`src/rtl/bus_arbiter_rr.sv`:
```
// bus_arbiter_rr
//
// Round-robin arbiter and watchdog for the shared bus. Masters raise their
// request line and receive a one-cycle grant pulse. The arbiter then tracks
// ownership from begin-of-transaction to end-of-transaction. A transaction
// that stalls is aborted by a one-cycle bus error plus end-of-transaction.
//
// Parameters
//   NUM_MASTERS     number of requesters (2..16)
//   BEGIN_WINDOW    cycles a granted master has to assert beginTransactionIn
//   TIMEOUT_CYCLES  idle bus cycles tolerated inside a transaction
//
// Ports
//   clock               rising-edge clock
//   reset               asynchronous, active-low; clears all state
//   request             per-master transaction request
//   grant               per-master grant, registered one-hot single-cycle pulse
//   beginTransactionIn  shared bus begin-of-transaction
//   endTransactionIn    shared bus end-of-transaction
//   dataValidIn         shared bus data-valid
//   busErrorIn          shared bus error
//   busErrorOut         arbiter-driven bus error (abort pulse)
//   endTransactionOut   arbiter-driven end-of-transaction (abort pulse)
//   busActive           high while a master owns the bus
//   busOwner            index of the most recently granted master
//   timeoutFlag         sticky abort indicator, cleared only by reset
module bus_arbiter_rr #(
  parameter int NUM_MASTERS    = 4,
  parameter int BEGIN_WINDOW   = 8,
  parameter int TIMEOUT_CYCLES = 1024
) (
  input  logic                           clock,
  input  logic                           reset,
  input  logic [NUM_MASTERS-1:0]         request,
  output logic [NUM_MASTERS-1:0]         grant,
  input  logic                           beginTransactionIn,
  input  logic                           endTransactionIn,
  input  logic                           dataValidIn,
  input  logic                           busErrorIn,
  output logic                           busErrorOut,
  output logic                           endTransactionOut,
  output logic                           busActive,
  output logic [$clog2(NUM_MASTERS)-1:0] busOwner,
  output logic                           timeoutFlag
);

  localparam int PW = $clog2(NUM_MASTERS);
  localparam int WW = $clog2(BEGIN_WINDOW) + 1;
  localparam int DW = $clog2(TIMEOUT_CYCLES) + 1;

  typedef enum logic [1:0] {
    IDLE,
    WAIT_BEGIN,
    BUSY,
    ABORT
  } state_t;

  state_t        state;
  state_t        next_state;
  logic [PW-1:0] pointer;
  logic [PW-1:0] pick;
  logic          pick_valid;
  logic [WW-1:0] win_cnt;
  logic [DW-1:0] wd_cnt;
  logic          win_done;
  logic          wd_done;

  assign win_done = (win_cnt >= WW'(BEGIN_WINDOW - 1));
  assign wd_done  = (wd_cnt >= DW'(TIMEOUT_CYCLES - 1));

  // Round-robin pick: scan offsets from the highest down so the last hit,
  // which wins, is the requester closest to the pointer (searching upward
  // with wrap-around).
  always_comb begin
    int idx;
    idx        = 0;
    pick       = '0;
    pick_valid = 1'b0;
    for (int i = NUM_MASTERS - 1; i >= 0; i--) begin
      idx = int'(pointer) + i;
      if (idx >= NUM_MASTERS) begin
        idx = idx - NUM_MASTERS;
      end
      if (request[idx[PW-1:0]]) begin
        pick       = idx[PW-1:0];
        pick_valid = 1'b1;
      end
    end
  end

  // State register.
  always_ff @(posedge clock or negedge reset) begin
    if (!reset) begin
      state <= IDLE;
    end else begin
      state <= next_state;
    end
  end

  // Next-state logic. Inside a transaction, an end (even with a bus error)
  // always returns to IDLE. Any data-valid or error cycle counts as bus
  // activity and defers the watchdog abort.
  always_comb begin
    next_state = state;
    case (state)
      IDLE: begin
        if (pick_valid) begin
          next_state = WAIT_BEGIN;
        end
      end
      WAIT_BEGIN: begin
        if (beginTransactionIn && endTransactionIn) begin
          next_state = IDLE;
        end else if (beginTransactionIn) begin
          next_state = BUSY;
        end else if (win_done) begin
          next_state = IDLE;
        end
      end
      BUSY: begin
        if (endTransactionIn) begin
          next_state = IDLE;
        end else if (!(dataValidIn || busErrorIn) && wd_done) begin
          next_state = ABORT;
        end
      end
      ABORT: begin
        next_state = IDLE;
      end
      default: begin
        next_state = IDLE;
      end
    endcase
  end

  // Grant, ownership, pointer and counters. The grant is a single-cycle
  // pulse because it is cleared on every edge unless a new pick occurs.
  // The window counter is cleared on grant. The watchdog is held cleared
  // until BUSY, so it starts from zero on entry. Both counters saturate.
  always_ff @(posedge clock or negedge reset) begin
    if (!reset) begin
      grant       <= '0;
      busOwner    <= '0;
      pointer     <= '0;
      win_cnt     <= '0;
      wd_cnt      <= '0;
      timeoutFlag <= 1'b0;
    end else begin
      grant <= '0;
      case (state)
        IDLE: begin
          if (pick_valid) begin
            grant    <= NUM_MASTERS'(1) << pick;
            busOwner <= pick;
            pointer  <= (pick == PW'(NUM_MASTERS - 1)) ? '0 : pick + PW'(1);
            win_cnt  <= '0;
          end
        end
        WAIT_BEGIN: begin
          wd_cnt <= '0;
          if (!win_done) begin
            win_cnt <= win_cnt + WW'(1);
          end
        end
        BUSY: begin
          if (dataValidIn || busErrorIn) begin
            wd_cnt <= '0;
          end else if (!wd_done) begin
            wd_cnt <= wd_cnt + DW'(1);
          end
        end
        ABORT: begin
          timeoutFlag <= 1'b1;
        end
        default: begin
        end
      endcase
    end
  end

  // Moore outputs decoded from the state register only, so no input
  // reaches an output combinationally.
  always_comb begin
    busActive         = (state != IDLE);
    busErrorOut       = (state == ABORT);
    endTransactionOut = (state == ABORT);
  end

endmodule
```
`config.mk`:
```
export PLATFORM = sky130hd
export DESIGN_NAME = bus_arbiter_rr
export DESIGN_NICKNAME = d
export VERILOG_FILES = /design/src/rtl/bus_arbiter_rr.sv
export SDC_FILE = /design/constraint.sdc
export NUM_CORES = 1
export LEC_CHECK = 0
export ABC_AREA = 1
export CAP_MARGIN = 15
export CELL_PAD_IN_SITES_DETAIL_PLACEMENT = 0
export CELL_PAD_IN_SITES_GLOBAL_PLACEMENT = 1
export CORE_ASPECT_RATIO = 1.75
export CORE_UTILIZATION = 43
export DETAILED_ROUTE_END_ITERATION = 10
export PLACE_DENSITY = 0.84
export SYNTH_ARGS = -nofsm -noshare
export SYNTH_HDL_FRONTEND = slang
export SYNTH_SLANG_ARGS = --single-unit
```
`constraint.sdc`:
```
create_clock -name clock -period 2.8 [get_ports clock]
set_input_delay 0.28 -clock clock [delete_from_list [all_inputs] [get_ports clock]]
set_output_delay 0.28 -clock clock [all_outputs]
set_load 0.02 [all_outputs]
```
==> flow_metrics.env <==
export IMPL_status="completed"
export IMPL_place_hpwl_mm=2.73
export IMPL_maxSlewHeadroom_pct=69.4
export IMPL_yosysWarnings=0
export IMPL_die_area_um2=4070
export IMPL_max_stage_delay_ns=0.55
export IMPL_syn_area_um2=1640
export IMPL_start_util_pct=45.2
export IMPL_r2r_end="pointer[1]"
export IMPL_cts_resized=0
export IMPL_numCtsBuffers=3
export IMPL_layout_cells_most_common="nand2_1"
export IMPL_yosys_area_share_simple_pct=40.5
export IMPL_end_kind="primary output"
export IMPL_p_leak_nw=1.08
export IMPL_first_pass_iters=4
export IMPL_clock_path_buffers=2
export IMPL_netlist_top_cells_area="dfrtp_1 (40%), nand2_1 (17%), nand3_1 (8.9%)"
export IMPL_tns_ns=0
export IMPL_antenna_cells=0
export IMPL_clock_sinks=26
export IMPL_crit_type="register to primary output"
export IMPL_required_ns=2.52
export IMPL_start_kind="register"
export IMPL_synthMuxAreaShare_pct=0
export IMPL_postCtsSetupBuffers=0
export IMPL_min_period_ns=1.91
export IMPL_hp_class="input port to async pin"
export IMPL_r2r_slack_ns=0.98
export IMPL_syn_inst=230
export IMPL_synth_seq_area_share_pct=39.7
export IMPL_hold_viol=0
export IMPL_dp_worst_setup_slack_ns=0.859
export IMPL_clk_pin_slew_ns=0.09
export IMPL_crit_chain="nor2_1, inv_1, clkdlybuf4s50_1"
export IMPL_tightest_slew_ns=0.456
export IMPL_rows=29
export IMPL_rsz0062_at_grt="false"
export IMPL_peakVddDrop_uv=508
export IMPL_synth_xor_area_share_pct=1.07
export IMPL_track_usage_pct=18.8
export IMPL_wl_met2_mm=1.94
export IMPL_finalPower_mw=1.78
export IMPL_drtAntennaViolNets=0
export IMPL_cpMaxStageDelayCell="clkdlybuf4s50_1"
export IMPL_filler_cell_count=386
export IMPL_timing_fmax_mhz=525
export IMPL_hold_slack_ns=0.368
export IMPL_boundaryPins=20
export IMPL_drtIter0Drc=28
export IMPL_synth_top_family_by_area="simple AND/OR/NAND/NOR gates"
export IMPL_syn_nets=246
export IMPL_dieHeight_um=83.7
export IMPL_period_share_pct=68.1
export IMPL_cts_tree="built"
export IMPL_via_count=1468
export IMPL_cp_data_arrival_time_ns=1.63
export IMPL_synthAdderAreaFrac_pct=4.58
export IMPL_insertion_delay_ns=0.27
export IMPL_final_nets=267
export IMPL_grt_max_degree=27
export IMPL_cts_hold_buf=0
export IMPL_critPathLaunch="state[0]"
export IMPL_slew_violations=0
export IMPL_core_um2=3630
export IMPL_drc_errors=0
export IMPL_fin_ws_ns=0.894
export IMPL_top_layer="met4"
export IMPL_wl_per_cell_um=11.6
export IMPL_clock_tree_root_cell="clkbuf_8"
export IMPL_grt_pass1_vias=1456
export IMPL_wl_mm=3.44
export IMPL_layout_drive_gt1_share_pct=7.20
export IMPL_gr_total_overflow=0
export IMPL_final_cell_mix="nand2_1 (76), inv_1 (32), nand3_1 (29)"
export IMPL_avgViaCountPerCell=4.96
export IMPL_routed_wl_met3_um=48
export IMPL_ys_seq_elements=26
export IMPL_p_per_area_nw_per_um2=924
export IMPL_portBuffers=19
export IMPL_area_growth_pct=17.8
export IMPL_clock_skew_ns=0.00479
export IMPL_synth_compound_area_share_pct=4.50
export IMPL_worstSetupEndpoint="busActive"
export IMPL_synth_top_cell_area_share_pct=39.7
export IMPL_r2r_start="pointer[0]"
export IMPL_place_congestion=0.813
export IMPL_htree_levels=1
export IMPL_antenna_found_initial=0
export IMPL_worstPathMaxFanout=5
export IMPL_synth_avg_cell_area_um2=7.13
export IMPL_grt_pass1_wl_mm=6.06
export IMPL_finish_utilization_pct=53.2
export IMPL_finalSetupViolCount=0
export IMPL_wl_met1_mm=1.42
export IMPL_fp_dieW_um=48.7
export IMPL_ys_types=29
export IMPL_max_cap_viol_count=0
export IMPL_yosys_area_top_type="dfrtp_1"
export IMPL_reg2reg_depth=11
-- worst min-delay path by stage --
stage,startpoint,to,slack (ns),cells after the start
floorplan,reset,busOwner[0],-0.02,0
global placement,timeoutFlag,timeoutFlag,0.45,1
detailed placement,timeoutFlag,timeoutFlag,0.46,1
CTS,reset,wd_cnt[10],0.39,2
global route,reset,wd_cnt[7],0.39,2
finish,reset,wd_cnt[7],0.37,2
-- power by group --
| group | internal [mW] | switching [mW] |
|---|---|---|
| combinational | 0.326 | 0.584 |
| clock | 0.191 | 0.117 |
| sequential | 0.465 | 0.100 |
-- metrics by stage --
stage	area (um^2)	std cells
3_5_place_dp	1860	292
3_3_place_gp	1860	292
4_1_cts	1930	296
6_report	1930	296
5_1_grt	1930	296
2_1_floorplan	1640	230
-- critical path: cells and delay by family, from the launching register on --
kind	cells	cell delay (ns)
DFF	1	0.46
buffers and inverters	2	0.67
and+or+nand+nor	1	0.23
-- Yosys cell counts --
| master | number |
|---|---|
| a21o_1 | 1 |
| a21oi_1 | 4 |
| a21oi_2 | 1 |
| buf_2 | 1 |
| buf_4 | 1 |
| buf_6 | 2 |
| dfrtp_1 | 26 |
| ha_1 | 6 |
| inv_1 | 32 |
| inv_2 | 1 |
| nand2_1 | 76 |
| nand2_2 | 4 |
| nand2_4 | 1 |
| nand3_1 | 29 |
| nand3_2 | 1 |
| nand3b_1 | 4 |
| nand4_1 | 3 |
| nor2_1 | 21 |
| nor2_2 | 2 |
| nor2_4 | 2 |
| nor3_1 | 2 |
| nor3b_1 | 1 |
| o211ai_1 | 1 |
| o21ai_0 | 2 |
| o21ai_1 | 1 |
| o21bai_1 | 1 |
| o31ai_1 | 1 |
| or2_2 | 1 |
| xor2_1 | 2 |
-- layout make-up --
cell class	instances	area, um^2	share of cell area (%)
clock inverter	1	30.0	1.56
timing repair buffer	20	198	10.2
inverter	33	124	6.42
clock buffer	3	41.3	2.14
multi-input combinational	167	830	43.0
sequential	26	651	33.7
tap	46	57.6	2.98
-- registers in the layout, summed over array words and instances (netlist names) --
name	count
win_cnt	4
wd_cnt	11
state	2
pointer	2
timeoutFlag	1
grant	4
busOwner	2
-- cells by family (layout without fill, tap and decap cells) --
kind of cell	count (synthesis)	in the layout
simple gates	147	147
compound gates	12	12
fa+ha+maj	6	6
flops	26	26
xor+xnor	2	2
buf+inv	37	57
-- layer usage --
| layer | GRT usage, % | vias to the layer above |
|---|---|---|
| li1 | - | 761 |
| met4 | 7.22 | 0 |
| met1 | 19.4 | 687 |
| met5 | 0 | - |
| met2 | 37.6 | 18 |
| met3 | 1.09 | 2 |
(Power assumes the default switching activity.)
